==> src/rtl/seg_scan_pkg.sv <==
// Shared types and constants for the seven-segment scan controller.
// Holds the scan FSM state encoding, code width and default blank code.
package seg_scan_pkg;

    localparam int CODE_W = 4;

    localparam logic [CODE_W-1:0] DEF_BLANK_CODE = 4'hF;

    typedef enum logic [1:0] {
        S_OFF,
        S_DRIVE,
        S_GUARD
    } scan_state_t;

endpackage

==> src/rtl/seg_scan_if.sv <==
// Host-side write/commit bus of the scan controller.
// Ports: wr_en, wr_idx, wr_code, commit_req (host->ctrl); commit_pending (ctrl->host).
interface seg_scan_if
    import seg_scan_pkg::*;
#(
    parameter int NUM_DIGITS = 4
);

    logic                          wr_en;
    logic [$clog2(NUM_DIGITS)-1:0] wr_idx;
    logic [CODE_W-1:0]             wr_code;
    logic                          commit_req;
    logic                          commit_pending;

    modport master (
        output wr_en,
        output wr_idx,
        output wr_code,
        output commit_req,
        input  commit_pending
    );

    modport slave (
        input  wr_en,
        input  wr_idx,
        input  wr_code,
        input  commit_req,
        output commit_pending
    );

endinterface

==> src/rtl/scan_tick_counter.sv <==
// Loadable down-counter with terminal-count flag, shared by drive and guard phases.
// Ports: clk, rst_n, i_load, i_load_val, i_dec in; o_tc (count == 0) out.
module scan_tick_counter #(
    parameter int W = 4
) (
    input  logic         clk,
    input  logic         rst_n,
    input  logic         i_load,
    input  logic [W-1:0] i_load_val,
    input  logic         i_dec,
    output logic         o_tc
);

    logic [W-1:0] r_cnt;

    always_ff @(posedge clk or negedge rst_n) begin
        if (!rst_n) begin
            r_cnt <= '0;
        end else if (i_load) begin
            r_cnt <= i_load_val;
        end else if (i_dec && r_cnt != '0) begin
            r_cnt <= r_cnt - W'(1);
        end
    end

    assign o_tc = (r_cnt == '0);

endmodule

==> src/rtl/seg_scan_ctrl.sv <==
// Time-multiplexed seven-segment scan controller with double-buffered codes.
// Ports: clk, rst_n, enable in; bus (write/commit, slave); dec_code, digit_sel, frame_tick out.
module seg_scan_ctrl
    import seg_scan_pkg::*;
#(
    parameter int                NUM_DIGITS   = 4,
    parameter int                SCAN_DIV     = 1000,
    parameter int                GUARD_CYCLES = 2,
    parameter logic [CODE_W-1:0] BLANK_CODE   = DEF_BLANK_CODE
) (
    input  logic                  clk,
    input  logic                  rst_n,
    input  logic                  enable,
    seg_scan_if.slave             bus,
    output logic [CODE_W-1:0]     dec_code,
    output logic [NUM_DIGITS-1:0] digit_sel,
    output logic                  frame_tick
);

    localparam int IDX_W = $clog2(NUM_DIGITS);
    localparam int CNT_MAX =
        (SCAN_DIV > GUARD_CYCLES) ? SCAN_DIV : GUARD_CYCLES;
    localparam int CNT_W = $clog2(CNT_MAX + 1);

    localparam logic [CNT_W-1:0] DRV_LD = CNT_W'(SCAN_DIV - 1);
    localparam logic [CNT_W-1:0] GRD_LD =
        CNT_W'((GUARD_CYCLES > 0) ? GUARD_CYCLES - 1 : 0);
    localparam logic [IDX_W-1:0] LAST_IDX = IDX_W'(NUM_DIGITS - 1);

    scan_state_t r_state;
    scan_state_t w_state_nxt;

    logic [IDX_W-1:0] r_idx;
    logic [IDX_W-1:0] w_idx_nxt;
    logic [IDX_W-1:0] w_idx_inc;
    logic             w_last;

    logic             w_cnt_load;
    logic             w_cnt_dec;
    logic             w_cnt_tc;
    logic [CNT_W-1:0] w_cnt_ld_val;

    logic w_wrap;
    logic w_swap;
    logic w_wr_ok;
    logic r_pending;

    logic [CODE_W-1:0] r_shadow [NUM_DIGITS];
    logic [CODE_W-1:0] r_active [NUM_DIGITS];
    logic [CODE_W-1:0] w_code_nxt;

    logic [NUM_DIGITS-1:0] r_digit_sel;
    logic [CODE_W-1:0]     r_dec_code;
    logic                  r_frame_tick;

    assign w_last    = (r_idx == LAST_IDX);
    assign w_idx_inc = w_last ? '0 : r_idx + IDX_W'(1);

    scan_tick_counter #(
        .W (CNT_W)
    ) u_cnt (
        .clk        (clk),
        .rst_n      (rst_n),
        .i_load     (w_cnt_load),
        .i_load_val (w_cnt_ld_val),
        .i_dec      (w_cnt_dec),
        .o_tc       (w_cnt_tc)
    );

    always_ff @(posedge clk or negedge rst_n) begin
        if (!rst_n) begin
            r_state <= S_OFF;
            r_idx   <= '0;
        end else begin
            r_state <= w_state_nxt;
            r_idx   <= w_idx_nxt;
        end
    end

    always_comb begin
        w_state_nxt  = r_state;
        w_idx_nxt    = r_idx;
        w_cnt_load   = 1'b0;
        w_cnt_ld_val = '0;
        w_cnt_dec    = 1'b0;
        w_wrap       = 1'b0;
        if (!enable) begin
            w_state_nxt = S_OFF;
            w_idx_nxt   = '0;
            w_cnt_load  = 1'b1;
        end else begin
            unique case (r_state)
                S_OFF: begin
                    w_state_nxt  = S_DRIVE;
                    w_idx_nxt    = '0;
                    w_cnt_load   = 1'b1;
                    w_cnt_ld_val = DRV_LD;
                end
                S_DRIVE: begin
                    w_cnt_dec = 1'b1;
                    if (w_cnt_tc) begin
                        w_cnt_load = 1'b1;
                        if (GUARD_CYCLES == 0) begin
                            w_idx_nxt    = w_idx_inc;
                            w_cnt_ld_val = DRV_LD;
                            w_wrap       = w_last;
                        end else begin
                            w_state_nxt  = S_GUARD;
                            w_cnt_ld_val = GRD_LD;
                        end
                    end
                end
                S_GUARD: begin
                    w_cnt_dec = 1'b1;
                    if (w_cnt_tc) begin
                        w_state_nxt  = S_DRIVE;
                        w_idx_nxt    = w_idx_inc;
                        w_cnt_load   = 1'b1;
                        w_cnt_ld_val = DRV_LD;
                        w_wrap       = w_last;
                    end
                end
                default: begin
                    w_state_nxt = S_OFF;
                    w_idx_nxt   = '0;
                    w_cnt_load  = 1'b1;
                end
            endcase
        end
    end

    // When dark, every edge is a boundary but only an already
    // registered request is honoured; while scanning, a request
    // landing on the wrap edge is satisfied by that same swap.
    assign w_swap = (!enable || r_state == S_OFF)
                  ? r_pending
                  : (w_wrap && (r_pending || bus.commit_req));

    assign w_wr_ok = bus.wr_en &&
        ({1'b0, bus.wr_idx} < (IDX_W + 1)'(NUM_DIGITS));

    always_ff @(posedge clk or negedge rst_n) begin
        if (!rst_n) begin
            r_pending <= 1'b0;
        end else if (w_swap) begin
            r_pending <= 1'b0;
        end else if (bus.commit_req) begin
            r_pending <= 1'b1;
        end
    end

    // Swap reads shadow before this edge's write lands.
    always_ff @(posedge clk or negedge rst_n) begin
        if (!rst_n) begin
            for (int i = 0; i < NUM_DIGITS; i++) begin
                r_shadow[i] <= BLANK_CODE;
                r_active[i] <= BLANK_CODE;
            end
        end else begin
            if (w_swap) begin
                for (int i = 0; i < NUM_DIGITS; i++) begin
                    r_active[i] <= r_shadow[i];
                end
            end
            if (w_wr_ok) begin
                r_shadow[bus.wr_idx] <= bus.wr_code;
            end
        end
    end

    // Outputs are registered from next-state values so the lit
    // digit and its code change together, including on a swap.
    always_comb begin
        w_code_nxt = BLANK_CODE;
        if (w_state_nxt == S_DRIVE) begin
            w_code_nxt = w_swap ? r_shadow[w_idx_nxt]
                                : r_active[w_idx_nxt];
        end
    end

    always_ff @(posedge clk or negedge rst_n) begin
        if (!rst_n) begin
            r_digit_sel  <= '1;
            r_dec_code   <= BLANK_CODE;
            r_frame_tick <= 1'b0;
        end else begin
            r_digit_sel  <= (w_state_nxt == S_DRIVE)
                          ? ~(NUM_DIGITS'(1) << w_idx_nxt)
                          : '1;
            r_dec_code   <= w_code_nxt;
            r_frame_tick <= w_wrap;
        end
    end

    assign digit_sel          = r_digit_sel;
    assign dec_code           = r_dec_code;
    assign frame_tick         = r_frame_tick;
    assign bus.commit_pending = r_pending;

endmodule

==> src/flat_wrapper.sv <==
// flat-port wrapper written by rule: the top's interface ports become plain ports
module seg_scan_ctrl_flat import seg_scan_pkg::*;
#(
    parameter int                NUM_DIGITS   = 4,
    parameter int                SCAN_DIV     = 1000,
    parameter int                GUARD_CYCLES = 2,
    parameter logic [CODE_W-1:0] BLANK_CODE   = DEF_BLANK_CODE
)
  (clk, rst_n, enable, dec_code, digit_sel, frame_tick, bus_wr_en, bus_wr_idx, bus_wr_code, bus_commit_req, bus_commit_pending);
  seg_scan_if #(.NUM_DIGITS(NUM_DIGITS)) bus_i ();
  input  logic clk;
  input  logic rst_n;
  input  logic enable;
  output logic [CODE_W-1:0] dec_code;
  output logic [NUM_DIGITS-1:0] digit_sel;
  output logic frame_tick;
  input wire logic [$bits(bus_i.wr_en)-1:0] bus_wr_en;
  input wire logic [$bits(bus_i.wr_idx)-1:0] bus_wr_idx;
  input wire logic [$bits(bus_i.wr_code)-1:0] bus_wr_code;
  input wire logic [$bits(bus_i.commit_req)-1:0] bus_commit_req;
  output wire logic [$bits(bus_i.commit_pending)-1:0] bus_commit_pending;
  assign bus_i.wr_en = bus_wr_en;
  assign bus_i.wr_idx = bus_wr_idx;
  assign bus_i.wr_code = bus_wr_code;
  assign bus_i.commit_req = bus_commit_req;
  assign bus_commit_pending = bus_i.commit_pending;
  seg_scan_ctrl #(.NUM_DIGITS(NUM_DIGITS), .SCAN_DIV(SCAN_DIV), .GUARD_CYCLES(GUARD_CYCLES), .BLANK_CODE(BLANK_CODE)) u_core (.clk(clk), .rst_n(rst_n), .enable(enable), .bus(bus_i), .dec_code(dec_code), .digit_sel(digit_sel), .frame_tick(frame_tick));
endmodule
==> config.mk <==
export PLATFORM = sky130hd
export DESIGN_NAME = seg_scan_ctrl_flat
export DESIGN_NICKNAME = d
export VERILOG_FILES = /design/src/rtl/seg_scan_pkg.sv /design/src/rtl/seg_scan_if.sv /design/src/rtl/scan_tick_counter.sv /design/src/rtl/seg_scan_ctrl.sv /design/src/flat_wrapper.sv
export SDC_FILE = /design/constraint.sdc
export NUM_CORES = 1
export LEC_CHECK = 0
export ABC_AREA = 1
export BUFFER_PORTS_ARGS = -buffer_cell sky130_fd_sc_hd__buf_2
export CAP_MARGIN = 15
export CORE_ASPECT_RATIO = 1.1
export CORE_MARGIN = 2
export CORE_UTILIZATION = 35
export CTS_BUF_LIST = sky130_fd_sc_hd__clkbuf_8 sky130_fd_sc_hd__clkbuf_16
export DETAILED_ROUTE_END_ITERATION = 10
export SLEW_MARGIN = 25
export SYNTH_ARGS = -nofsm -noshare
export SYNTH_HDL_FRONTEND = slang
export SYNTH_HIERARCHICAL = 1
export SYNTH_SLANG_ARGS = --single-unit
==> constraint.sdc <==
create_clock -name clk -period 2.3 [get_ports clk]
set_input_delay 0.23 -clock clk [delete_from_list [all_inputs] [get_ports clk]]
set_output_delay 0.23 -clock clk [all_outputs]
set_load 0.01 [all_outputs]
Word-level counts from Yosys, hierarchy flattened --
Index checks and enable logic that the tools add are counted.
Cells by class: add/sub/neg operators 2, $lt $le $gt $ge 3, equal/unequal tests 4, shift operators 1, multiplexer cells 37, bitwise gates (word level) 3, reductions and logical operators 12
Operators with widths (number):
- 10-bit two-way mux | 4
- 4-bit two-way mux | 8
- 10-bit case mux with 3 select lines | 1
- 4-bit binary-select mux with 2-bit select | 2
- 16-bit bitwise mux | 1
- 1-bit two-way mux | 12
- 2-bit two-way mux | 6
- 10-bit zero test | 1
- 10-bit nonzero test | 1
- 10-bit by 1-bit subtractor with 10-bit output (second input constant) | 1
- 4-bit demux with 2-bit select | 1
- 3-bit >= comparator (second input constant) | 2
- 2-bit NOT with 3-bit output | 2
- 2-bit case mux with 3 select lines | 1
- 2-bit by 1-bit equality test with 1-bit output (second input constant) | 2
- 2-bit equality test (second input constant) | 2
- 4-bit NOT | 1
- 2-bit case mux with 2 select lines | 1
- 2-bit nonzero test | 2
- 1-bit by 2-bit left shift with 4-bit output (first input constant) | 1
- 1-bit logical AND | 3
- 3-bit by 1-bit < comparator with 1-bit output (second input constant) | 1
- 2-bit by 1-bit adder with 2-bit output (second input constant) | 1
- 2-bit zero test | 1
- 3 further kinds | 4
Word-level totals: register bits after elaboration 56, input port bits 11, output and inout port bits 10

Longest topological paths before layout --
Gate-level depths: netlist of the first run.
word-level depth 11, mapped depth 16

Cells and area by module --
The synthesis of the first run kept the hierarchy.
Modules (own cells, without submodules):
- seg_scan_ctrl | times used 1, cells each 290, area an instance 2314.7 um2
- scan_tick_counter | times used 1, cells each 118, area an instance 758.2 um2

Least setup slack after synthesis of the first run --
OpenSTA, ideal clock, no wires.
path kind register to register, start point register u_core.u_cnt.r_cnt[0], end point register u_core.r_dec_code[0], in the netlist u_core/dec_code[0], library setup time 0.093 ns, data arrival time 1.872 ns, slack 0.335 ns, stages on the path, launching flop included 16, buffers on the path 2, clock period less this slack 1.965 ns, path through dfrtp_1 -> inv_1 -> ha_1 -> nand3_1 -> nor3_1 -> buf_6 -> nand3_1 -> nand2_4 -> nand3_4 -> buf_6 -> nand2_1 -> nand2_1 -> nand2_1 -> nand2_1 -> nand2_1 -> nand3_1
Between the ends: cells in the longest elaborated chain, start to end 10, elaborated cells between the ends (all ways) 23, classes of those cells 1 x eq/ne; 19 x mux; 1 x bitwise; 2 x reduce/logical
RTL lines:
- from (decl) | line scan_tick_counter.sv:14 | logic [W-1:0] r_cnt;
- from (signal assigned) | line scan_tick_counter.sv:20 | r_cnt <= i_load_val;
- from (signal assigned) | line scan_tick_counter.sv:22 | r_cnt <= r_cnt - W'(1);
- 10-bit zero test (*) | line scan_tick_counter.sv:26 | assign o_tc = (r_cnt == '0);
- net u_core.w_cnt_tc | line seg_scan_ctrl.sv:40 | logic w_cnt_tc;
- 2-bit two-way mux | line seg_scan_ctrl.sv:115 | if (w_cnt_tc) begin
- 2-bit case mux with 2 select lines | line seg_scan_ctrl.sv:92 | unique case (r_state)
- 2-bit two-way mux | line seg_scan_ctrl.sv:87 | if (!enable) begin
- 2-bit NOT with 3-bit output (not written as such) | line seg_scan_ctrl.sv:176, seg_scan_ctrl.sv:177
- 4-bit binary-select mux with 2-bit select (on tied branches) | line seg_scan_ctrl.sv:177, seg_scan_ctrl.sv:176
- 4-bit two-way mux (on tied branches) (2 in series) | line seg_scan_ctrl.sv:177, seg_scan_ctrl.sv:176
- 4-bit two-way mux | line seg_scan_ctrl.sv:176 | w_code_nxt = w_swap ? r_shadow[w_idx_nxt]
- 4-bit two-way mux (*) | line seg_scan_ctrl.sv:175 | if (w_state_nxt == S_DRIVE) begin
- net u_core.w_code_nxt[0] | line seg_scan_ctrl.sv:50 | logic [CODE_W-1:0] w_code_nxt;
- to (signal assigned) | line seg_scan_ctrl.sv:190 | r_dec_code <= w_code_nxt;
- to (decl) | line seg_scan_ctrl.sv:53 | logic [CODE_W-1:0] r_dec_code;
The timed path passes the listed nets; every way through them passes the cells marked *. The select of a mux whose other input is x is not followed. A chain may end at the register's enable or synchronous reset.

Final worst setup path of the first run --
start point register u_core.u_cnt.r_cnt[0], end point register u_core.r_dec_code[2], in the netlist u_core/dec_code[2]
Same word-level chain as after synthesis.

==> impl_results.md, run 1 <==
- CTS Buf Count: 5
- Via count: 2596
- Main synth FF type: dfstp_2
- NumNets Final: 454
- Clock root cell: clkbuf_8
- Area share of the largest cell type after synthesis: 34.2%
- # rows: 35
- Reg2reg path depth: 12
- Fmax: 0.488 GHz
- Slew @ Worst Pin: 0.544 ns
- Int Pwr: 1.83 mW
- Antenna cells: 0
- Sum Neg Setup Slack: 0 ns
- Ratio of cells with drive above 1 in the final layout: 22.1%
- CP arrival: 2.31 ns
- Synth cell types: 26
- Largest net degree at the start of global routing: 25
- Worst setup path start: u_core/u_cnt/r_cnt[0]
- Max-cap violations: 0
- Largest cells by area after synthesis: dfstp_2, nand2_1, dfrtp_1, inv_1, nand3_1
- Share of power burned in registers: 52.3%
- Skew-Pair Late Insertion Delay: 0.32 ns
- Ys async rst share: 100%
- Worst setup EP type: flop
- Area Growth Syn to Fin: 11.9%
- Die ar.: 0.00955 mm²
- #FFs+latches synth: 56
- Initial antenna violation count: 0
- Routability cong.: 0.844
- Pwr Density: 818 mW/mm²
- Critical path type: reg -> reg
- Crit path to: u_core/dec_code[2]
- Remaining Overflow, GRT: 0
- Drt total wl: 6630 µm
- RSZ-0062 raised after global routing: no
- Port bufs: 20
- FF/Latch Area: 0.00145 mm²
- Remaining DRCs: 0
- FF-to-FF Start: u_core/u_cnt/r_cnt[0]
- DR pass1 iterations: 4
- Filler Cells Inserted: 869
- GRT Total Usage: 15.6%
- Switching share of total power: 35.1%
- Leakage: 1.74 nW
- CP Data Required Time: 2.56 ns
- Final Setup Violations: 0
- Register-to-register setup slack: 0.25 ns
- Combinational power share: 27.5%
- Endpoints failing hold: 0
- P_sw: 0.986 mW
- Status: completed
- TritonCTS clock tree: yes
- Initial Util: 36.4%
- Startpoint class of the critical path: flop
- CTS sink count: 56
- Number of global-route vias before repair: 2624
- Setup Skew: 0.00950 ns
- Sequential-to-total area share from yosys stat: 47.2%
- EDFF count, synth: 0
- Max Fanout on Critical Path: 20
- Area of the multi-input gates: 0.00140 mm²
- Commonest cells after routing, fill and taps aside: nand2_1, dfstp_2, inv_1, nand3_1, o21ai_0
- ANT nets after route: 0
- VDD IR-drop max: 0.000361 V
- Clock slew at reported path FFs: 0.10 ns
- DR vias/cell: 4.73
- Tmin final: 2.05 ns
- Max clock buf depth: 2
- Most common cell after layout, fill and taps aside: nand2_1
- Period utilization: 89.2%
- Slew Viols, Final: 0
- IO Count: 21
- Worst rel slew slack: 63.7%
- Post-Syn Area: 0.00307 mm²
- Syn avg cell area: 7.53 µm²
- Clock power frac: 20.2%
- Routed WL per cell: 12.1 µm
- Core footprint: 0.00845 mm²
- Post-DP HPWL: 4910 µm
- Initial DRC Count: 85
- Die H: 102 µm
- Die Wd: 93.3 µm
- Warnings from Yosys: 6
- Worst reg2reg path endpoint: u_core/dec_code[2]
- Post-synth top area cell: dfstp_2
- Post-Synthesis Cells: 408
- Global-route wire length before repair: 12000 µm
- H-tree lvl count: 2
- Design Power: 2.81 mW
- Hold crit path type: in -> reg
[registers in the layout, summed over array words and instances (netlist names)]
signal	flops
u_core/dec_code	4
u_core/bus.commit_pending	1
u_core/r_idx	2
u_core/r_shadow	16
u_core/r_active	16
u_core/digit_sel	4
u_core/r_state	2
u_core/u_cnt/r_cnt	10
u_core/frame_tick	1
[worst min-delay path by stage]
stage | depth (start not counted) | endpoint | from | slack [ns]
final | 3 | u_core/bus.commit_pending | bus_commit_req | 0.16
after floorplan | 0 | u_core/bus.commit_pending | rst_n | -0.07
after CTS | 3 | u_core/bus.commit_pending | bus_commit_req | 0.16
after detailed placement | 1 | u_core/u_cnt/r_cnt[4] | rst_n | 0.24
after global placement | 1 | u_core/u_cnt/r_cnt[4] | rst_n | 0.24
after global routing | 3 | u_core/bus.commit_pending | bus_commit_req | 0.18
[synthesized netlist by cell type, types with 3 or more instances]
cell and n:
nand2_1 186, dfstp_2 40, inv_1 35, nand3_1 26
o21ai_0 24, nand4_1 18, nor2_1 17, dfrtp_1 16
ha_1 6, o21ai_2 6, buf_2 5, a21oi_1 3
buf_4 3, buf_6 3, nand2_4 3, nand3b_1 3
[logic make-up (layout without fill, tap and decap cells)]
kind of cell / Yosys count / count (layout) / share of synthesized area (%)
simple gates: 261 / 261 / 36.4
buf+inv: 50 / 79 / 7.41
other cells: 1 / 2 / 0.122
fa+ha+maj: 6 / 6 / 2.44
compound gates: 34 / 34 / 6.35
flops: 56 / 56 / 47.2
[critical path, cell delays in order, from the launching register on]
cell	delay [ns]
dfrtp_1	0.38
inv_1	0.10
ha_1	0.17
nand3_1	0.11
nor3_1	0.15
buf_4	0.19
nand2_1	0.08
o21ai_0	0.21
nand2_1	0.10
inv_1	0.07
buf_4	0.24
nand2_1	0.08
nand3_1	0.08
[power by group through the flow]
stage                     combinational [mW]  clock, mW  sequential, mW
final                                  0.773      0.570            1.47
after global routing                   0.906      0.632            1.51
after CTS                              0.774      0.598            1.47
after detailed placement               0.771          0            1.49
after global placement                 0.756          0            1.49
after floorplan                        0.570          0            1.45
[cell type report]
type                            instances  area share, %
Multi-Input combinational cell        303           40.6
Timing Repair Buffer                   34           6.40
Inverter                               37           4.04
Clock buffer                            5           2.00
Clock inverter                          3          0.691
Sequential cell                        56           42.2
Tap cell                              111           4.04
[layer usage]
| metal | part of all wire [%] | up-vias | GRT usage, % |
|---|---|---|---|
| li1 | - | 1345 | - |
| met1 | 47 | 1203 | 19.6 |
| met2 | 49 | 40 | 27.8 |
| met3 | 2.8 | 8 | 2.51 |
| met4 | 1.3 | 0 | 4.41 |
| met5 | 0 | - | 0 |
[through the flow]
stage               hold WS [ns]  area (µm²)  std cells  util, %  worst slack, ns
finish                     0.164        3440        549     40.7            0.249
floorplan                -0.0656        3080        409        -            0.335
global route               0.178        3440        549     40.7          0.00982
global placement           0.243        3320        539     39.2            0.184
detailed placement         0.242        3320        539     39.2            0.150
CTS                        0.155        3420        548     40.5            0.117
[what timing repair did]
action,CTS,global route
hold buffers,1,0
hold endpoints to repair,8,0
buffers inserted,0,1
endpoints found under the setup margin,0,6
resized for setup,0,0
No activity file was read; power rests on OpenSTA's default activity.
==> inputs of run 2 (changes only) <==
- ABC_AREA: 1 -> not set
==> impl_results.md, run 2 <==
- Status: complete, but fails checks (was completed)
- Failing checks: negative setup slack
- Int Pwr: 2.00 mW (was 1.83 mW)
- Via count: 2020 (was 2596)
- Endpoints failing hold: 0 (unchanged)
- Critical path type: reg -> reg (unchanged)
- Routability cong.: 0.837 (was 0.844)
- IO Count: 21 (unchanged)
- Slew @ Worst Pin: 0.709 ns (was 0.544 ns)
- CTS Buf Count: 5 (unchanged)
- Pwr Density: 762 mW/mm² (was 818 mW/mm²)
- Syn avg cell area: 12.2 µm² (was 7.53 µm²)
- Placed insts: 390 (was 539)
- CP arrival: 2.83 ns (was 2.31 ns)
- Leakage: 1.57 nW (was 1.74 nW)
- Setup Skew: 0.00915 ns (was 0.00950 ns)
- Post-layout util: 46.6% (was 40.7%)
- Startpoint class of the critical path: flop (unchanged)
- Worst setup EP type: flop (unchanged)
- Sequential-to-total area share from yosys stat: 51.4% (was 47.2%)
- Warnings from Yosys: 6 (unchanged)
- Post-Syn Area: 0.00282 mm² (was 0.00307 mm²)
- ANT nets after route: 0 (unchanged)
- Die H: 98.2 µm (was 102 µm)
- Largest net degree at the start of global routing: 57 (was 25)
- Routed WL per cell: 14.8 µm (was 12.1 µm)
- Post-synth top cells: mux2_2, dfstp_2, nand2_1 (was nand2_1, dfstp_2, inv_1)
- # rows: 34 (was 35)
- Combinational power share: 25.6% (was 27.5%)
- Drt total wl: 6070 µm (was 6630 µm)
- Final cell count without fillers: 409 (was 549)
- GRT Total Usage: 15.1% (was 15.6%)
- Design area: 0.00367 mm² (was 0.00344 mm²)
- Core footprint: 0.00787 mm² (was 0.00845 mm²)
- Post-synth top area cell: dfstp_2 (unchanged)
- Hold crit path type: in -> async (was in -> reg)
- Port bufs: 20 (unchanged)
- Period utilization: 112% (was 89.2%)
- Ys async rst share: 100% (unchanged)
- Initial Util: 35.9% (was 36.4%)
- Die ar.: 0.00880 mm² (was 0.00955 mm²)
- Most common cell after layout, fill and taps aside: mux2_2 (was nand2_1)
- Clock power frac: 21.3% (was 20.2%)
- Initial antenna violation count: 0 (unchanged)
- DR pass1 iterations: 4 (unchanged)
- #FFs+latches synth: 56 (unchanged)
- Slew Viols, Final: 0 (unchanged)
- Antenna cells: 0 (unchanged)
- DP Area: 0.00332 mm² (about the same)
- Main synth FF type: dfstp_2 (unchanged)
- Clock slew at reported path FFs: 0.11 ns (was 0.10 ns)
- Initial DRC Count: 89 (was 85)
- Post-Synthesis Cells: 231 (was 408)
- Fmax: 0.389 GHz (was 0.488 GHz)
- Remaining DRCs: 0 (unchanged)
- Area share of the largest cell type after synthesis: 37.3% (was 34.2%)
- Ratio of cells with drive above 1 in the final layout: 61.1% (was 22.1%)
- EDFF count, synth: 0 (unchanged)
- Global-route wire length before repair: 10200 µm (was 12000 µm)
- Remaining Overflow, GRT: 0 (unchanged)
- Number of global-route vias before repair: 2101 (was 2624)
- Clock root cell: clkbuf_8 (unchanged)
- Worst setup margin: -0.272 ns (was 0.249 ns)
- Tmin final: 2.57 ns (was 2.05 ns)
- Max Fanout on Critical Path: 5 (was 20)
- RSZ-0062 raised after global routing: yes (was no)
- Commonest cells after routing, fill and taps aside: mux2_2, dfstp_2, buf_4, buf_2, nand2_1 (was nand2_1, dfstp_2, inv_1, nand3_1, o21ai_0)
- Worst rel slew slack: 52.7% (was 63.7%)
- DR vias/cell: 4.94 (was 4.73)
- P_sw: 0.797 mW (was 0.986 mW)
- Post-DP HPWL: 4080 µm (was 4910 µm)
- CP Data Required Time: 2.55 ns (was 2.56 ns)
- Area Growth Syn to Fin: 30.0% (was 11.9%)
- Most common cell in the synthesized netlist: mux2_2 (was nand2_1)
- Max-cap violations: 0 (unchanged)
- Synth cell types: 51 (was 26)
- Filler Cells Inserted: 727 (was 869)
- Switching share of total power: 28.5% (was 35.1%)
- Min Hold Slack: 0.0266 ns (was 0.164 ns)
- Max clock buf depth: 2 (unchanged)
- Die Wd: 89.6 µm (was 93.3 µm)
- CTS sink count: 56 (unchanged)
- Final Setup Violations: 21 (was 0)
- Hold_buf cts: 0 (was 1)
- VDD IR-drop max: 0.000358 V (was 0.000361 V)
- H-tree lvl count: 2 (unchanged)
- Skew-Pair Late Insertion Delay: 0.33 ns (was 0.32 ns)
- Biggest regs: u_core/r_active x16, u_core/r_shadow x16, u_core/u_cnt/r_cnt x10 (unchanged)
- Largest cells by area after synthesis: dfstp_2, mux2_2, dfrtp_1, nand2_1, ha_1 (was dfstp_2, nand2_1, dfrtp_1, inv_1, nand3_1)
- Share of power burned in registers: 53.1% (was 52.3%)
- NumNets Final: 317 (was 454)
- TritonCTS clock tree: yes (unchanged)
==> run 2: cell count changes after synthesis, sizes merged, moves of 3 or more <==
cell / previous run / this run
nand3: 27 / 7
nand2: 191 / 21
a22oi: 0 / 5
nor2b: 0 / 3
buf: 11 / 3
nand4: 18 / 2
mux2: 0 / 43
o21ai: 30 / 6
nor2: 19 / 9
nand2b: 0 / 3
inv: 36 / 13
a221oi: 0 / 8
==> run 2: final timing paths <==
| path | startpoint | end | slack, ns | cells past startpoint |
|---|---|---|---|---|
| setup / recovery | u_core/u_cnt/r_cnt[8] | u_core/dec_code[2] | -0.27 | 8 |
| hold / removal | rst_n | u_core/u_cnt/r_cnt[2] | 0.03 | 2 |
| setup reg to reg | u_core/u_cnt/r_cnt[8] | u_core/dec_code[2] | -0.27 | 8 |
| hold reg to reg | u_core/r_shadow[14] | u_core/dec_code[2] | 0.49 | 2 |
| max in group asynchronous | rst_n | u_core/r_state[1] | 1.81 | 2 |
| min in group clk | bus_commit_req | u_core/bus.commit_pending | 0.14 | 3 |
==> run 2: layer usage <==
metal	track usage [%]	share of wire [%]	vias to the layer above
met4	4.13	0.97	0
met5	0	0	-
met1	18.8	44	1016
li1	-	-	979
met3	3.04	2.3	7
met2	26.0	53	18
==> run 2: through the flow <==
stage	setup TNS (ns)	power [mW]	setup WS, ns
floorplan	-5.03	1.90	-0.331
global placement	-7.81	2.11	-0.386
detailed placement	-8.67	2.13	-0.446
CTS	-4.19	2.78	-0.270
global route	-6.24	2.97	-0.380
finish	-4.22	2.79	-0.272
==> run 2: logic make-up after synthesis <==
family          Yosys count  synth area share (%)
compound gates           38                  11.2
fa+ha+maj                 6                  2.66
simple gates             64                  12.5
other cells               1                 0.133
mux                      45                  18.3
flops                    56                  51.4
xor+xnor                  3                 0.931
buf+inv                  18                  2.84
==> run 2: layout make-up <==
cell class / instances / area [µm²] / share of cell area [%]
clock buffers: 5 / 68.8 / 1.88
multi-input cells: 159 / 1400 / 38.1
flip-flops and latches: 56 / 1450 / 39.6
inverters: 13 / 53.8 / 1.47
repair buffers: 65 / 531 / 14.5
well taps: 108 / 135 / 3.68
clock inverters: 3 / 28.8 / 0.785
==> run 2: timing repair <==
item / 4_1_cts / 5_1_grt
pin swaps: 6 / 6
setup buffers: 5 / 4
setup endpoints to repair: 28 / 26
gates cloned: 2 / 1
gates resized for setup: 20 / 9
==> run 2: power groups by stage <==
stage / logic (mW) / clock network, mW / registers [mW]
floorplan: 0.424 / 0 / 1.47
global placement: 0.619 / 0 / 1.49
detailed placement: 0.633 / 0 / 1.50
CTS: 0.675 / 0.621 / 1.49
global route: 0.791 / 0.661 / 1.52
finish: 0.714 / 0.596 / 1.48
==> run 2: worst max-delay path, cell delays in order (launching register included) <==
cell and delay, ns:
dfrtp_1 0.39, or4_4 0.53, or3_4 0.37, inv_6 0.09
mux2i_4 0.29, o21ai_4 0.13, mux2_4 0.32, a221oi_2 0.26
a22oi_1 0.12
==> inputs of run 3 (changes only) <==
- clock period: 2.3 -> 2.2 ns (I/O delays scaled with it)
==> impl_results.md, run 3 (synthesis gave the netlist of run 2 again) <==
- Status: complete, but fails checks (unchanged)
- Failing checks: negative setup slack (unchanged)
- CTS Buf Count: 5 (unchanged)
- Area Growth Syn to Fin: 32.6% (was 30.0%)
- P_sw: 0.835 mW (was 0.797 mW)
- Worst rel slew slack: 57.5% (was 52.7%)
- DR pass1 iterations: 4 (unchanged)
- Max-cap violations: 0 (unchanged)
- Setup Skew: 0.0121 ns (was 0.00915 ns)
- Remaining DRCs: 0 (unchanged)
- IO Count: 21 (unchanged)
- # rows: 34 (unchanged)
- Slew Viols, Final: 0 (unchanged)
- VDD IR-drop max: 0.000460 V (was 0.000358 V)
- Share of power burned in registers: 53.6% (was 53.1%)
- Global-route wire length before repair: 9900 µm (was 10200 µm)
- Commonest cells after routing, fill and taps aside: mux2_2, dfstp_2, buf_4, buf_2, nand2_1 (unchanged)
- TritonCTS clock tree: yes (unchanged)
- GRT Total Usage: 14.4% (was 15.1%)
- Worst setup margin: -0.393 ns (was -0.272 ns)
- Initial Util: 35.9% (unchanged)
- Final Setup Violations: 33 (was 21)
- Int Pwr: 2.08 mW (was 2.00 mW)
- Die ar.: 0.00880 mm² (unchanged)
- Worst setup EP type: flop (unchanged)
- Post-DP HPWL: 4250 µm (was 4080 µm)
- Hold crit path type: in -> reg (was in -> async)
- Core footprint: 0.00787 mm² (unchanged)
- Largest net degree at the start of global routing: 31 (was 57)
- Initial DRC Count: 49 (was 89)
- Port bufs: 20 (unchanged)
- Critical path's slowest cell: or4_4 (unchanged)
- Via count: 2040 (was 2020)
- Ratio of cells with drive above 1 in the final layout: 63.2% (was 61.1%)
- Final cell count without fillers: 412 (was 409)
- Hold Startpoint: bus_commit_req
- FF-to-FF Start: u_core/u_cnt/r_cnt[8] (unchanged)
- Die H: 98.2 µm (unchanged)
- Clock slew at reported path FFs: 0.11 ns (about the same)
- Crit path cell chain: or4_4 -> or3_4 -> inv_6 -> mux2i_4 -> o21ai_4 -> mux2_4 -> a221oi_2 -> a22oi_1 (unchanged)
- Die Wd: 89.6 µm (unchanged)
- Routability cong.: 0.788 (was 0.837)
- NumNets Final: 320 (was 317)
- ANT nets after route: 0 (unchanged)
- CP Buf/Inv Count: 1 (unchanged)
- Placed insts: 396 (was 390)
- Startpoint class of the critical path: flop (unchanged)
- H-tree lvl count: 2 (unchanged)
- Critical path type: reg -> reg (unchanged)
- Combinational power share: 25.4% (was 25.6%)
- Worst setup path start: u_core/u_cnt/r_cnt[8] (unchanged)
- CTS sink count: 56 (unchanged)
- Clock power frac: 21.0% (was 21.3%)
- CP arrival: 2.84 ns (was 2.83 ns)
- Fmax: 0.386 GHz (was 0.389 GHz)
- Leakage: 1.59 nW (was 1.57 nW)
- Clock root cell: clkbuf_8 (unchanged)
- Drt total wl: 6050 µm (was 6070 µm)
- Slew @ Worst Pin: 0.638 ns (was 0.709 ns)
- Initial antenna violation count: 0 (unchanged)
- Period utilization: 118% (was 112%)
- Antenna cells: 0 (unchanged)
- CP Data Required Time: 2.45 ns (was 2.55 ns)
- DR vias/cell: 4.95 (was 4.94)
- Routed WL per cell: 14.7 µm (was 14.8 µm)
- Max clock buf depth: 2 (unchanged)
- Tmin final: 2.59 ns (was 2.57 ns)
- Largest stage delay, worst path: 0.54 ns (was 0.53 ns)
- Endpoints failing hold: 0 (unchanged)
- Post-layout util: 47.5% (was 46.6%)
- Biggest regs: u_core/r_active x16, u_core/r_shadow x16, u_core/u_cnt/r_cnt x10 (unchanged)
- Number of global-route vias before repair: 2019 (was 2101)
- Max Fanout on Critical Path: 6 (was 5)
- Crit-path leading delay family: simple AND/OR/NAND/NOR gates (unchanged)
- Skew-Pair Late Insertion Delay: 0.31 ns (was 0.33 ns)
- Switching share of total power: 28.7% (was 28.5%)
- RSZ-0062 raised after global routing: yes (unchanged)
- Pwr Density: 778 mW/mm² (was 762 mW/mm²)
- Remaining Overflow, GRT: 0 (unchanged)
==> run 3: cell types whose count changed in the layout (fill, tap and decap cells not counted), sizes merged <==
cell / change
buf: +4
dlygate4sd3: +1
clkbuf: -2
==> run 3: per-layer routing <==
| metal | vias up | GRT usage (%) | part of all wire, % |
|---|---|---|---|
| li1 | 995 | - | - |
| met4 | 0 | 3.44 | 0.61 |
| met5 | - | 0 | 0 |
| met1 | 1022 | 19.5 | 45 |
| met3 | 2 | 2.62 | 2.3 |
| met2 | 21 | 23.8 | 52 |
==> run 3: final timing paths <==
| kind | slack (ns) | depth (start not counted) | end |
|---|---|---|---|
| worst max-delay path | -0.39 | 8 | u_core/dec_code[2] |
| worst min-delay path | 0.15 | 3 | u_core/bus.commit_pending |
| worst max register to register | -0.39 | 8 | u_core/dec_code[2] |
| worst min register to register | 0.50 | 2 | u_core/dec_code[1] |
| max in group asynchronous | 1.11 | 3 | u_core/r_shadow[10] |
| min in group asynchronous | 0.45 | 2 | u_core/u_cnt/r_cnt[4] |
==> run 3: power by group through the flow <==
stage / logic [mW] / registers [mW] / clock network, mW
after floorplan: 0.446 / 1.54 / 0
after detailed placement: 0.668 / 1.56 / 0
after global placement: 0.655 / 1.56 / 0
after CTS: 0.720 / 1.56 / 0.639
after global routing: 0.807 / 1.59 / 0.675
final: 0.739 / 1.56 / 0.611
==> run 3: tightest hold or removal path: stages <==
cell and delay, ns:
buf_2 0.09, nor2_1 0.03, nor2_1 0.08
==> run 3: layout make-up <==
type                       count  area (µm²)
fill                         734        4130
clock buffer                   5        68.8
multi-input combinational    159        1480
clock inverter                 3        28.8
tap                          108         135
timing repair buffer          68         522
sequential                    56        1450
inverter                      13        53.8
==> run 3: per-stage QoR <==
step                      power [mW]  TNS [ns]  cell area [µm²]  hold slack [ns]  setup slack (ns)
final                           2.91     -7.84             3740            0.152            -0.393
after global routing            3.07    -10.20             3740            0.160            -0.484
after CTS                       2.92     -7.12             3630            0.142            -0.394
after detailed placement        2.23    -12.95             3350            0.282            -0.606
after global placement          2.21    -11.81             3350            0.272            -0.538
after floorplan                 1.98     -7.39             2840          -0.0756            -0.431
==> run 3: timing repair <==
action                                  4_1_cts  5_1_grt
resized for setup                            31       17
setup buffers                                 3        3
gates cloned                                  1        0
endpoints found under the setup margin       39       35
hold endpoints to repair                      8        0
hold buffers                                  1        0
pin swaps                                     9       11
